<file path="src/rtl/halt_unit_if.sv">
// Handshake bundle between the pipeline and the halt unit.
// The pipeline (master) drives retire/memory status; the halt unit reports.
interface halt_unit_if #(
  parameter int DATA_W = 16,
  parameter int CNT_W  = 32
);
  logic              wb_valid;
  logic              wb_is_halt;
  logic              mem_busy;
  logic [DATA_W-1:0] reg_r1;
  logic              stall_all;
  logic              isHalt;
  logic [DATA_W-1:0] ret_val;
  logic              timeout;
  logic              drain_err;
  logic [CNT_W-1:0]  cycle_count;

  modport master (
    output wb_valid,
    output wb_is_halt,
    output mem_busy,
    output reg_r1,
    input  stall_all,
    input  isHalt,
    input  ret_val,
    input  timeout,
    input  drain_err,
    input  cycle_count
  );

  modport slave (
    input  wb_valid,
    input  wb_is_halt,
    input  mem_busy,
    input  reg_r1,
    output stall_all,
    output isHalt,
    output ret_val,
    output timeout,
    output drain_err,
    output cycle_count
  );
endinterface

</file>
<file path="src/rtl/halt_unit.sv">
// End-of-program detector: freezes the pipeline on a retiring halt,
// drains memory, captures r1 and reports halt/timeout status.
module halt_unit #(
  parameter int DATA_W    = 16,
  parameter int CNT_W     = 32,
  parameter int TIMEOUT   = 500000,
  parameter int DRAIN_MAX = 16
) (
  input  logic        clk,
  input  logic        rst,
  halt_unit_if.slave  hu
);

  localparam int DW = $clog2(DRAIN_MAX + 1);

  localparam logic [CNT_W-1:0] CNT_LAST =
    CNT_W'(TIMEOUT - 1);
  localparam logic [DW-1:0] DRN_LAST =
    DW'(DRAIN_MAX - 1);

  typedef enum logic [2:0] {
    RUN,
    DRAIN,
    CAPTURE,
    HALTED,
    TIMED_OUT
  } state_t;

  state_t            state;
  logic [DW-1:0]     drain_cnt;
  logic              drain_hit;
  logic              is_halt_q;
  logic              timeout_q;
  logic              drain_err_q;
  logic [DATA_W-1:0] ret_val_q;
  logic [CNT_W-1:0]  cnt_q;
  logic              halt_req;
  logic              in_run;

  assign halt_req = hu.wb_valid & hu.wb_is_halt;
  assign in_run   = (state == RUN);

  // Combinational so the instruction behind the halt never advances.
  assign hu.stall_all   = ~in_run | (halt_req & in_run);
  assign hu.isHalt      = is_halt_q;
  assign hu.timeout     = timeout_q;
  assign hu.drain_err   = drain_err_q;
  assign hu.ret_val     = ret_val_q;
  assign hu.cycle_count = cnt_q;

  always_ff @(posedge clk or posedge rst) begin
    if (rst) begin
      state       <= RUN;
      drain_cnt   <= '0;
      drain_hit   <= 1'b0;
      is_halt_q   <= 1'b0;
      timeout_q   <= 1'b0;
      drain_err_q <= 1'b0;
      ret_val_q   <= '0;
      cnt_q       <= '0;
    end else begin
      unique case (state)
        RUN: begin
          if (halt_req) begin
            state <= DRAIN;
          end else if (cnt_q == CNT_LAST) begin
            state     <= TIMED_OUT;
            timeout_q <= 1'b1;
          end else begin
            cnt_q <= cnt_q + 1'b1;
          end
        end
        DRAIN: begin
          if (!hu.mem_busy) begin
            state <= CAPTURE;
          end else if (drain_cnt == DRN_LAST) begin
            // Give up on a hung memory but still report a result.
            drain_hit <= 1'b1;
            state     <= CAPTURE;
          end else begin
            drain_cnt <= drain_cnt + 1'b1;
          end
        end
        CAPTURE: begin
          ret_val_q   <= hu.reg_r1;
          is_halt_q   <= 1'b1;
          drain_err_q <= drain_hit;
          state       <= HALTED;
        end
        HALTED: begin
          state <= HALTED;
        end
        TIMED_OUT: begin
          state <= TIMED_OUT;
        end
        default: begin
          state <= RUN;
        end
      endcase
    end
  end

endmodule
</file>
<file path="src/flat_wrapper.sv">
// flat-port wrapper written by rule: the top's interface ports become plain ports
module halt_unit_flat 
#(
  parameter int DATA_W    = 16,
  parameter int CNT_W     = 32,
  parameter int TIMEOUT   = 500000,
  parameter int DRAIN_MAX = 16
)
  (clk, rst, hu_wb_valid, hu_wb_is_halt, hu_mem_busy, hu_reg_r1, hu_stall_all, hu_isHalt, hu_ret_val, hu_timeout, hu_drain_err, hu_cycle_count);
  halt_unit_if #(.DATA_W(DATA_W), .CNT_W(CNT_W)) hu_i ();
  input  logic clk;
  input  logic rst;
  input wire logic [$bits(hu_i.wb_valid)-1:0] hu_wb_valid;
  input wire logic [$bits(hu_i.wb_is_halt)-1:0] hu_wb_is_halt;
  input wire logic [$bits(hu_i.mem_busy)-1:0] hu_mem_busy;
  input wire logic [$bits(hu_i.reg_r1)-1:0] hu_reg_r1;
  output wire logic [$bits(hu_i.stall_all)-1:0] hu_stall_all;
  output wire logic [$bits(hu_i.isHalt)-1:0] hu_isHalt;
  output wire logic [$bits(hu_i.ret_val)-1:0] hu_ret_val;
  output wire logic [$bits(hu_i.timeout)-1:0] hu_timeout;
  output wire logic [$bits(hu_i.drain_err)-1:0] hu_drain_err;
  output wire logic [$bits(hu_i.cycle_count)-1:0] hu_cycle_count;
  assign hu_i.wb_valid = hu_wb_valid;
  assign hu_i.wb_is_halt = hu_wb_is_halt;
  assign hu_i.mem_busy = hu_mem_busy;
  assign hu_i.reg_r1 = hu_reg_r1;
  assign hu_stall_all = hu_i.stall_all;
  assign hu_isHalt = hu_i.isHalt;
  assign hu_ret_val = hu_i.ret_val;
  assign hu_timeout = hu_i.timeout;
  assign hu_drain_err = hu_i.drain_err;
  assign hu_cycle_count = hu_i.cycle_count;
  halt_unit #(.DATA_W(DATA_W), .CNT_W(CNT_W), .TIMEOUT(TIMEOUT), .DRAIN_MAX(DRAIN_MAX)) u_core (.clk(clk), .rst(rst), .hu(hu_i));
endmodule
</file>
<file path="config.mk">
export PLATFORM = sky130hd
export DESIGN_NAME = halt_unit_flat
export DESIGN_NICKNAME = d
export VERILOG_FILES = /design/src/rtl/halt_unit_if.sv /design/src/rtl/halt_unit.sv /design/src/flat_wrapper.sv
export SDC_FILE = /design/constraint.sdc
export NUM_CORES = 1
export LEC_CHECK = 0
export CAP_MARGIN = 20
export CORE_ASPECT_RATIO = 1.75
export CORE_UTILIZATION = 53
export CTS_BUF_LIST = sky130_fd_sc_hd__clkbuf_8
export CTS_CLUSTER_DIAMETER = 120
export DETAILED_ROUTE_END_ITERATION = 10
export PLACE_DENSITY = 0.95
export REMOVE_ABC_BUFFERS = 1
export SLEW_MARGIN = 0
export SYNTH_ARGS = -nofsm -noshare
export SYNTH_HDL_FRONTEND = slang
export SYNTH_SLANG_ARGS = --single-unit
</file>
<file path="constraint.sdc">
create_clock -name clk -period 4.86 [get_ports clk]
set_input_delay 0.729 -clock clk [delete_from_list [all_inputs] [get_ports clk]]
set_output_delay 0.729 -clock clk [all_outputs]
set_load 0.05 [all_outputs]
</file>
Yosys cells after proc, flatten, opt, wreduce, memory -nomap -nowiden
Cells that the tools add are included.
Word-level totals
  bits in registers: 60
  bits in latches: 0
  bits in writable memories: 0
  ROM bits: 0
  output and inout bits: 52
  logic and storage cells: 37
  memories: 0
Operators by class
  add/sub/neg operators: 2
  $mul: 0
  div/mod/pow operators: 0
  order comparisons: 0
  equal/unequal tests: 8
  shift operators: 0
  multiplexer cells: 5
  bitwise logic cells: 7
  reductions and logical operators: 7
Operator list (count)
  $add 32x1->32 const B: 1
  $eq 32x19->1 const B: 1
  $mux 3: 4
  $pmux 3 s4: 1
  $reduce_and 3->1: 4
  $eq 3x2->1 const B: 2
  $ne 3x2->1 const B: 2
  $add 5x1->5 const B: 1
  $eq 5x4->1 const B: 1
  $not 1->1: 4
  $eq 3x1->1 const B: 1
  $eq 3x3->1 const B: 1
  $logic_not 3->1: 1
  $and 1x1->1: 2
  $reduce_and 2->1: 1
  $reduce_or 2->1: 1
  $or 1x1->1: 1

Longest topological paths before layout
  depth after elaboration: 4
  mapped depth: 8
  gate-level depth less buffers: 7

Least setup slack after synthesis
No wires, ideal clock.
  kind: input -> register
  start: input hu_wb_valid
  end: register u_core.cnt_q[4] (netlist: u_core.hu.cycle_count[4])
  setup time: 0.144 ns
  data arrival time: 2.210 ns
  path slack: 2.506 ns
  stages: 6
  buffers on the path: 1
  cell sequence: a2111oi_4 > inv_1 > a21o_1 > buf_6 > or3_1 > xnor2_1
On the way
  cells in the longest elaborated chain, start to end: 3
RTL lines
  start, declared: RTL line flat_wrapper.sv:13  | input wire logic [$bits(hu_i.wb_valid)-1:0] hu_wb_valid;
  $and 1x1->1: RTL line halt_unit.sv:40  | assign halt_req = hu.wb_valid & hu.wb_is_halt;
  $not 1->1 (no source line)
  $reduce_and 3->1 (no source line)
  end signal, assigned: RTL line halt_unit.sv:70  | cnt_q <= cnt_q + 1'b1;
  end, declared: RTL line halt_unit.sv:36  | logic [CNT_W-1:0] cnt_q;
Every way passes these cells.
A chain may end at the register's enable or synchronous reset.

Worst setup path in the final report
  start: input hu_wb_valid
  end: output hu_stall_all
On the way
  cells in the longest elaborated chain, start to end: 3
RTL lines
  $and 1x1->1: RTL line halt_unit.sv:40
  $and 1x1->1: RTL line halt_unit.sv:44  | assign hu.stall_all = ~in_run | (halt_req & in_run);
  $or 1x1->1: RTL line halt_unit.sv:44
  end, declared: RTL line flat_wrapper.sv:17  | output wire logic [$bits(hu_i.stall_all)-1:0] hu_stall_all;
Every way passes these cells.

==> metrics <==
highest routed metal layer met4; post-synthesis instance total between 200 and 250; Hold WC Path Type flip-flop to flip-flop; pin count of the biggest net entering global routing 37; Residual DRC 0; Slew headroom between 50 and 60%; crit-path max FO 4; asr flop ratio synth 100%; Initial Util 55.7%; fin area around 3600 µm²; Max-cap violations 0; R2R depth 4; status finished, final reports clean; vias per cell 5.66; worst hold stages 1; Mean Syn Cell Area approximately 13 µm²; Crit path largest cell delay ~730 ps; Worst Slack Setup Final 1620 ps; clock sinks 60; vias in the first global route between 1,500 and 2,000; EDFF count, synth 0; WL met1 around 2200 µm; CTS tree built; endpoints failing hold 0; port buffer count a little over 70; leakage around 1.5 nW; Finished Core Util between 70% and 80%; antenna violations before repair 0; Final min period approximately 3200 ps; crit path launch type input port; Placed Instance Area around 3400 µm²; Clock Power Share roughly 43%; Logic pwr share 8.9%; R2R Path Start u_core.hu.cycle_count[12]; post-cts resize count 0; first-pass GRT wire length between 9000 and 10,000 µm; Tot GR Track Use around a quarter; Final nets 312; Setup TNS Final 0 ps; CTS hold repair buffers 0; Max Clock Skew ~9 ps; CP bufs+invs 3; FP Rows 33; total congestion overflow 0; vias roughly 2,000; drt wl/cell 17.1 µm; critical path's slowest cell clkdlybuf4s50_1; worst path required time around 4100 ps; CP endpoint kind output pin; clk slew on worst S/H paths 60 ps; Main synth FF type dfrtp_1; Net Switching around 260 µW; hold endpoint u_core.drain_hit; critical path's most frequent cell clkdlybuf4s50_1; clk buf depth 2; Syn Std Cell Area ~2600 µm²; worst path cell trace clkdlybuf4s50_1 > a2111oi_4 > inv_1 > clkdlybuf4s50_1; Crit Path Class input port to output pin; die area 5240 µm²; Yosys warnings 0; DR pass1 iterations 4; CTS H-tree depth 3; diode count 0; die height approximately 95 µm; post-synthesis register bit count 60; Layout area overhead 37.9%; Post-CTS Setup Inserts 0; final antenna-violating net count 0; # setup viols final 0; num ports between 70 and 80; CTS buffer count 9; share of layout cells above drive strength 1 between 10% and 20%; PD cells between 200 and 300 nW/µm²; pre-CTS WS 1600 ps; Internal Power 813 µW; Core Area 4710 µm²; RSZ-0062 raised after global routing false; routability cong. approximately 0.8; part of the cycle the worst path needs roughly 67%; Die Wd between 50 and 60 µm; Max Slew Vio Count 0; post-synthesis cell type count 36; Worst Tran Pin Value approximately 660 ps; final WL 5910 µm; DR WL met3 about 400 µm; R2R Path End u_core.hu.cycle_count[1]; root buf cell clkbuf_8; met2 WL post-DR roughly 3100 µm; clk_lat worst skew roughly 340 ps; hold_ws ~450 ps; Arrival @ worst endpoint 2510 ps; Hold Startpoint u_core.drain_hit; Reg power frac between 40% and 50%; fmax 309 MHz; sw frac ~25%; sequential area share after synthesis ~57%; DP Wirelength about 4100 µm; setup slack, reg-to-reg approximately 2600 ps; 1st-iter DRT viols 54; VDD IR max 0.000287 V; delay-heaviest family, CP buffers and inverters
-- Yosys cell counts (3+ instances only) --
cell type / count / area share, %
a21oi_1: 3 / 0.57
and3_1: 8 / 1.9
and4_1: 6 / 2.0
dfrtp_1: 60 / 57
ha_1: 3 / 1.4
inv_1: 6 / 0.86
mux2_2: 18 / 7.7
nand2_1: 14 / 2.0
nand3_1: 13 / 2.5
nand4_1: 6 / 1.4
nor2_1: 4 / 0.57
nor3_1: 4 / 0.76
nor4_1: 3 / 0.72
xnor2_1: 27 / 9.0
xor2_1: 7 / 2.3
-- cell usage in the layout (no fill, tap or decap), types with 2 or more instances in the layout --
master	count
and4_1	6
a21o_1	2
nor2_1	4
nor3_1	4
inv_1	5
clkinvlp_4	4
buf_4	2
or3_1	2
clkdlybuf4s50_1	72
xnor2_1	27
nand2_1	14
nor4_1	3
nand4_1	6
nor3_2	2
dfrtp_1	60
clkbuf_8	11
ha_1	3
xor2_1	7
nand3_1	13
mux2_2	18
and3_1	8
a21oi_1	3
-- metal layers --
layer,vias up,track usage (%)
met5,-,0
li1,897,-
met4,0,14.2
met3,19,8.29
met2,79,42.8
met1,959,26.9
-- worst register-to-register path, cell delays in order (launching register included) --
cell,delay (ps)
dfrtp_1,450
or4b_4,570
nor4_4,340
a21o_1,400
mux2_1,370
-- metrics by stage --
step	power [mW]	std cells
after CTS	1.09	345
after detailed placement	0.623	329
after global routing	1.11	345
final	1.08	345
after floorplan	0.580	203
after global placement	0.622	329
-- cell type report --
cell class,count,area (µm²)
flip-flops and latches,60,1500
clock inverters,5,60.1
well taps,52,65.1
fillers,290,1090
inverters,6,22.5
repair buffers,74,736
multi-input cells,137,1080
clock buffers,11,151
-- worst max-delay path by stage --
stage	slack, ps	startpoint	endpoint	cells after the start
3_3_place_gp	1630	hu_wb_valid	hu_stall_all	4
4_1_cts	1610	hu_wb_valid	hu_stall_all	4
2_1_floorplan	2520	u_core.state[2]	u_core.hu.ret_val[0]	2
3_5_place_dp	1600	hu_wb_valid	hu_stall_all	4
6_report	1620	hu_wb_valid	hu_stall_all	4
5_1_grt	1520	hu_wb_valid	hu_stall_all	4
-- registers in the layout, indices dropped and copies added, names as in the netlist --
name,count
u_core.hu.isHalt,1
u_core.hu.cycle_count,32
u_core.hu.drain_err,1
u_core.drain_cnt,5
u_core.state,3
u_core.hu.timeout,1
u_core.drain_hit,1
u_core.hu.ret_val,16
-- power by group through the flow --
stage               Sequential, mW  Clock, mW  Combinational (mW)
finish                       0.518      0.463              0.0956
detailed placement           0.527          0              0.0965
global placement             0.526          0              0.0953
CTS                          0.518      0.471              0.0969
global route                 0.519      0.493               0.102
floorplan                    0.562          0              0.0172
-- cell families after synthesis --
group	after synthesis	share of synthesized area (%)
compound gates	9	3.05
xor+xnor	34	11.4
fa+ha+maj	3	1.43
buf+inv	10	1.77
flops	60	57.3
mux	20	8.54
simple gates	71	16.6
Note: power is estimated with default switching activity, not from simulation.
